File: src/rtl/ir_queue.sv
// Instruction prefetch queue: circular buffer between the fetch bus and the control unit.
// The head word is presented combinationally from registered state and split into opcode/operand.
module ir_queue #(
  parameter int IR_width = 12,
  parameter int DEPTH    = 4,
  parameter int OP_width = 4
) (
  input  logic                       clk,
  input  logic                       reset,
  input  logic                       write_en,
  input  logic [IR_width-1:0]        bus_data,
  input  logic                       take,
  input  logic                       flush,
  output logic [IR_width-1:0]        dataout,
  output logic [OP_width-1:0]        opcode,
  output logic [IR_width-OP_width-1:0] operand,
  output logic                       valid,
  output logic                       full,
  output logic [$clog2(DEPTH):0]     count,
  output logic                       overflow
);

  localparam int PW = $clog2(DEPTH);
  localparam logic [PW:0]   CNT_ONE  = (PW+1)'(1);
  localparam logic [PW:0]   CNT_FULL = (PW+1)'(DEPTH);
  localparam logic [PW-1:0] PTR_ONE  = PW'(1);

  logic [IR_width-1:0] mem [DEPTH];
  logic [PW-1:0]       wr_ptr;
  logic [PW-1:0]       rd_ptr;
  logic [PW:0]         cnt;
  logic                ovf;

  logic take_ok;
  logic write_ok;
  logic write_drop;

  assign valid = (cnt != '0);
  assign full  = (cnt == CNT_FULL);

  // A take frees the head slot in the same edge, so a full queue can still accept a write.
  assign take_ok    = take && valid;
  assign write_ok   = write_en && (!full || take_ok);
  assign write_drop = write_en && full && !take_ok;

  always_ff @(posedge clk) begin
    if (reset) begin
      wr_ptr <= '0;
      rd_ptr <= '0;
      cnt    <= '0;
      ovf    <= 1'b0;
    end else if (flush) begin
      wr_ptr <= '0;
      rd_ptr <= '0;
      cnt    <= '0;
      ovf    <= 1'b0;
    end else begin
      if (write_ok) begin
        wr_ptr <= wr_ptr + PTR_ONE;
      end
      if (take_ok) begin
        rd_ptr <= rd_ptr + PTR_ONE;
      end
      case ({write_ok, take_ok})
        2'b10:   cnt <= cnt + CNT_ONE;
        2'b01:   cnt <= cnt - CNT_ONE;
        default: cnt <= cnt;
      endcase
      if (write_drop) begin
        ovf <= 1'b1;
      end
    end
  end

  // Storage is not cleared on reset; valid gates the head word instead.
  always_ff @(posedge clk) begin
    if (!reset && !flush && write_ok) begin
      mem[wr_ptr] <= bus_data;
    end
  end

  assign dataout  = valid ? mem[rd_ptr] : '0;
  assign opcode   = dataout[IR_width-1 -: OP_width];
  assign operand  = dataout[IR_width-OP_width-1:0];
  assign count    = cnt;
  assign overflow = ovf;

endmodule

File: config.mk
export PLATFORM = sky130hd
export DESIGN_NAME = ir_queue
export DESIGN_NICKNAME = d
export VERILOG_FILES = /design/src/rtl/ir_queue.sv
export SDC_FILE = /design/constraint.sdc
export NUM_CORES = 1
export LEC_CHECK = 0
export ABC_AREA = 0
export CORE_MARGIN = 4
export CORE_UTILIZATION = 45
export DETAILED_ROUTE_END_ITERATION = 8
export DONT_BUFFER_PORTS = 1
export GPL_ROUTABILITY_DRIVEN = 0
export HOLD_SLACK_MARGIN = 0.15
export RECOVER_POWER = 25
export SETUP_SLACK_MARGIN = 0.02
export SLEW_MARGIN = 25
export SYNTH_ARGS = -nofsm -noshare
export SYNTH_HDL_FRONTEND = slang
export SYNTH_SLANG_ARGS = --single-unit
File: constraint.sdc
create_clock -name clk -period 3.76 [get_ports clk]
set_input_delay 0.94 -clock clk [delete_from_list [all_inputs] [get_ports clk]]
set_output_delay 0.94 -clock clk [all_outputs]
set_load 0.02 [all_outputs]
==> After elaboration in Yosys (flattened, before gate mapping) <==
Memory sizes are Yosys's and may differ from the RTL's. A register that Yosys moved wholly into a read port is not among the register bits.
Cells that the tools add are included.
Widths: inputs -> output; s select.
{ "totals": {"reg_bits": 8, "mem_bits_rw": 48, "in_bits": 17, "elab_cells": 32, "memories": 1} }
{ "mem_list": {"columns": ["memory", "words", "width", "rd", "rd_clocked_by_memory_dff", "wr", "line", "rtl"], "rows": [
  ["mem", 4, 12, 1, 1, 1, "28", "logic [IR_width-1:0] mem [DEPTH];"]
]} }
{ "op_classes": {"add_sub_neg": 4, "eq_ne": 3, "n_mux": 6, "reduce_logical": 14} }
{ "ops": {"columns": ["cell", "n"], "rows": [
  ["$mux 12", 1],
  ["$logic_and 1x1->1", 6],
  ["$pmux 3 s2", 1],
  ["$add 2x1->2 const B", 2],
  ["$logic_not 1->1", 4],
  ["$mux 2", 2],
  ["$add 3x1->3 const B", 1],
  ["$eq 3x3->1 const B", 1],
  ["$reduce_bool 3->1", 1],
  ["$sub 3x1->3 const B", 1],
  ["$eq 2x1->1 const B", 1],
  ["$eq 2x2->1 const B", 1],
  ["$mux 1", 2],
  ["$reduce_bool 2->1", 1],
  ["$reduce_or 2->1", 1],
  ["$logic_or 1x1->1", 1]
]} }

==> Logic depth before layout (Yosys ltp) <==
{ "logic_depth": {"ltp_word": 7, "mapped_depth": 9} }

==> Worst setup path before layout <==
No wires, ideal clock.
{ "synth_path": {"path_kind": "reg-to-output", "from": "reg cnt[2], in the netlist count[2]", "to": "out opcode[0]", "arrival_time_ns": 1.467, "path_slack_ns": 1.353, "path_stages_with_launch": 6, "path_buffers": 3, "cell_sequence": "dfxtp_1 > buf_2 > nor3_2 > buf_2 > nor2b_1 > buf_4"} }
{ "synth_between": {"elab_chain_len": 2} }
{ "synth_lines": {"columns": ["element", "line", "rtl"], "rows": [
  ["start: declaration", "31", "logic [PW:0] cnt;"],
  ["start signal: assignment", "65", "2'b10: cnt <= cnt + CNT_ONE;"],
  ["start signal: assignment", "66", "2'b01: cnt <= cnt - CNT_ONE;"],
  ["start signal: assignment", "67", "default: cnt <= cnt;"],
  ["$reduce_bool 3->1", "38", "assign valid = (cnt != '0);"],
  ["$mux 12", "82", "assign dataout = valid ? mem[rd_ptr] : '0;"],
  ["end: declaration", "15", "output logic [OP_width-1:0] opcode,"]
]} }
No other way between the ends.

==> Worst setup path after layout <==
{ "layout_path": {"from": "reg cnt[2], in the netlist count[2]", "to": "out operand[0]"} }
{ "layout_between": {"elab_chain_len": 2} }
{ "layout_lines": {"columns": ["element", "line", "rtl"], "rows": [
  ["$reduce_bool 3->1", "38", null],
  ["$mux 12", "82", null],
  ["end: declaration", "16", "output logic [IR_width-OP_width-1:0] operand,"]
]} }
No other way between the ends.

==> flow_metrics.env <==
export IMPL_power_frac_comb_pct=5.2
export IMPL_max_stage_delay_ps=820
export IMPL_p_leak_nw=0.848
export IMPL_fin_worst_skew_ps=6.76
export IMPL_reg2reg_depth=6
export IMPL_grt_first_pass_wirelength_mm=7.02
export IMPL_nFillCells=476
export IMPL_grt_busiest_layer="met2"
export IMPL_die_w_um=83.2
export IMPL_internal_power_uw=955
export IMPL_cts_tree="yes"
export IMPL_maxCapViolations=0
export IMPL_syn_area_mm2=0.00254
export IMPL_min_path_type="flip-flop to flip-flop"
export IMPL_wire_per_inst_um=19.0
export IMPL_post_dp_hpwl_mm=2.98
export IMPL_r2r_slack_ps=950
export IMPL_grt_max_degree=14
export IMPL_switching_share_pct=23.1
export IMPL_pwr_density_cell_mw_per_mm2=468
export IMPL_pwr_share_seq_pct=57.2
export IMPL_cts_buffers=9
export IMPL_timing_rr_start="count[2]"
export IMPL_relSlewSlack_pct=39.5
export IMPL_grt_antenna_before_repair=0
export IMPL_setup_viol=0
export IMPL_postRouteAntennaNets=0
export IMPL_core_area_mm2=0.00551
export IMPL_vias=1241
export IMPL_worst_pin_slew_ps=903
export IMPL_vias_per_cell=5.40
export IMPL_ys_ff_latch=58
export IMPL_rsz0062_at_grt="no"
export IMPL_crit_required_ps=2820
export IMPL_fin_crit_sh_pct=79.4
export IMPL_finalMaxSlewViolations=0
export IMPL_dieArea_mm2=0.00692
export IMPL_cp_max_fo=13
export IMPL_yosysWarnings=0
export IMPL_cts_hold_buffers=0
export IMPL_ir_worst_vdd_mv=0.196
export IMPL_grt_usage_pct=13.7
export IMPL_hold_end="rd_ptr[1]"
export IMPL_grt_overflow=0
export IMPL_synth_nets=183
export IMPL_cts_resized=0
export IMPL_cp_depth=2
export IMPL_antenna_cells=0
export IMPL_fp_dieH_um=83.2
export IMPL_setup_tns_ps=0
export IMPL_htreeDepth=3
export IMPL_first_pass_iters=4
export IMPL_p_clk_share_pct=37.7
export IMPL_portBuffers=0
export IMPL_path_class="flip-flop to output pin"
export IMPL_syn_to_final_growth_pct=4.28
export IMPL_end_kind="output pin"
export IMPL_start_util_pct=46.2
export IMPL_drtIter0Drc=103
export IMPL_worst_slack_ps=774
export IMPL_grt_pass1_vias=1372
export IMPL_r2r_end="count[1]"
export IMPL_hold_ws_ps=523
export IMPL_clock_sinks=58
export IMPL_drive_above_1_share_pct=20.3
export IMPL_pre_cts_ws_ps=860
export IMPL_period_minus_slack_ps=2990
export IMPL_fmaxAchievable_ghz=0.335
export IMPL_hold_viol=0
export IMPL_io_pins=47
export IMPL_wirelength_mm=4.37
export IMPL_path_cells="nor3_2, nor2b_1"
export IMPL_yosys_cell_types_count=34
export IMPL_use_met2_pct=23.3
export IMPL_switching_power_uw=288
export IMPL_avgSynthCellArea_um2=15.8
export IMPL_finalNonFillerCells=230
export IMPL_cp_start_kind="flip-flop"
export IMPL_final_nets=175
export IMPL_worst_path_buf_inv=0
export IMPL_cp_data_arrival_time_ps=2050
export IMPL_status="finished, final reports clean"
export IMPL_clockBufferDepth=2
export IMPL_use_met3_pct=7.04
export IMPL_cp_slowest_cell="nor3_2"
export IMPL_clk_pin_slew_ps=60
export IMPL_seq_area_frac_synth_pct=64.5
export IMPL_cp_top_family="simple AND/OR/NAND/NOR gates"
export IMPL_num_rows=27
export IMPL_drc=0
export IMPL_dp_cells=214
export IMPL_clock_root_buffer="clkbuf_8"
export IMPL_synthCells=161
export IMPL_cts_setup_buffers=0
export IMPL_worstHoldPathCells=2
export IMPL_min_from="rd_ptr[1]"
export IMPL_grt_use_met1_pct=14.1
export IMPL_clock_latency_ps=330
## through the flow
step	instance area, um^2	total power, mW	utilization (%)
finish	2650	1.24	48.2
global route	2650	1.30	48.2
CTS	2650	1.26	48.2
detailed placement	2490	0.790	45.3
global placement	2490	0.788	45.3
floorplan	2540	0.794	-
## layout make-up
type	instances	area, um^2	area share (%)
flip-flops and latches	58	1640	61.9
multi-input cells	76	723	27.3
inverters	6	22.5	0.849
clock buffers	10	128	4.81
repair buffers	2	15.0	0.566
well taps	72	90.1	3.39
clock inverters	6	33.8	1.27
## cell families after synthesis
kind of cell	synth area share, %
flops	64.5
mux	11.8
buf+inv	7.08
xor+xnor	1.03
compound gates	3.00
simple gates	9.83
fa+ha+maj	2.75
## cell usage in the layout (no fill, tap or decap), types with 3 or more instances in the layout
master and instances:
nand3_1 3, a21oi_1 3, nand2_1 3, nor2_1 9, ha_1 4, edfxtp_1 48
clkinv_2 3, dfxtp_1 10, clkbuf_8 9, mux4_2 12, nor2b_1 13, mux2i_1 3
inv_1 6, and3_1 4
## registers in the layout, summed over array words and instances (netlist names), named ones only
| signal | cells |
|---|---|
| overflow | 1 |
| mem | 48 |
| rd_ptr | 2 |
| wr_ptr | 2 |
| count | 3 |
## per-layer routing
layer | up-vias | share of wire (%)
li1 | 570 | -
met1 | 632 | 38
met2 | 32 | 53
met3 | 7 | 7.4
met4 | 0 | 1.3
met5 | - | 0
## Yosys cell counts
library cell,count,area (um^2)
clkbuf_1,1,3.75
nand3_1,3,15.0
nor2_1,9,33.8
inv_1,6,22.5
buf_6,3,33.8
o311ai_1,1,8.76
nand2_1,3,11.3
o21ai_0,2,10.0
o21a_1,1,7.51
o31ai_1,1,7.51
and2_1,1,6.26
nor2b_1,13,81.3
xor2_1,2,17.5
buf_2,3,15.0
nor4b_1,1,8.76
mux2i_1,3,30.0
buf_4,14,105
xnor2_1,1,8.76
fa_1,1,20.0
dfxtp_1,10,200
mux4_2,12,270
nor4b_2,1,15.0
or3b_1,1,8.76
nor3_2,1,10.0
a31oi_1,2,12.5
or3_1,1,6.26
and3_1,4,25.0
nand2b_1,2,12.5
or2_2,1,6.26
edfxtp_1,48,1440
or4b_1,1,10.0
ha_1,4,50.1
a21oi_1,3,15.0
a221oi_2,1,15.0
## power by group through the flow
stage	Combinational [mW]	Clock, mW	Sequential (mW)
2_1_floorplan	0.0733	0	0.720
3_3_place_gp	0.0645	0	0.724
6_report	0.0644	0.468	0.710
4_1_cts	0.0659	0.480	0.711
5_1_grt	0.0705	0.514	0.711
3_5_place_dp	0.0658	0	0.724
## worst min-delay path, stage by stage (launching register included)
cell     delay [ps]
dfxtp_1         330
xor2_1           80
nor2_1           80
## how the worst max path moves through the flow
stage,startpoint,to,slack (ps)
after detailed placement,count[2],count[1],860
after global routing,count[2],dataout[7],600
after floorplan,count[2],opcode[0],1350
after global placement,count[2],count[1],1000
after CTS,count[2],operand[7],660
final,count[2],operand[0],770
(Power assumes the default switching activity.)
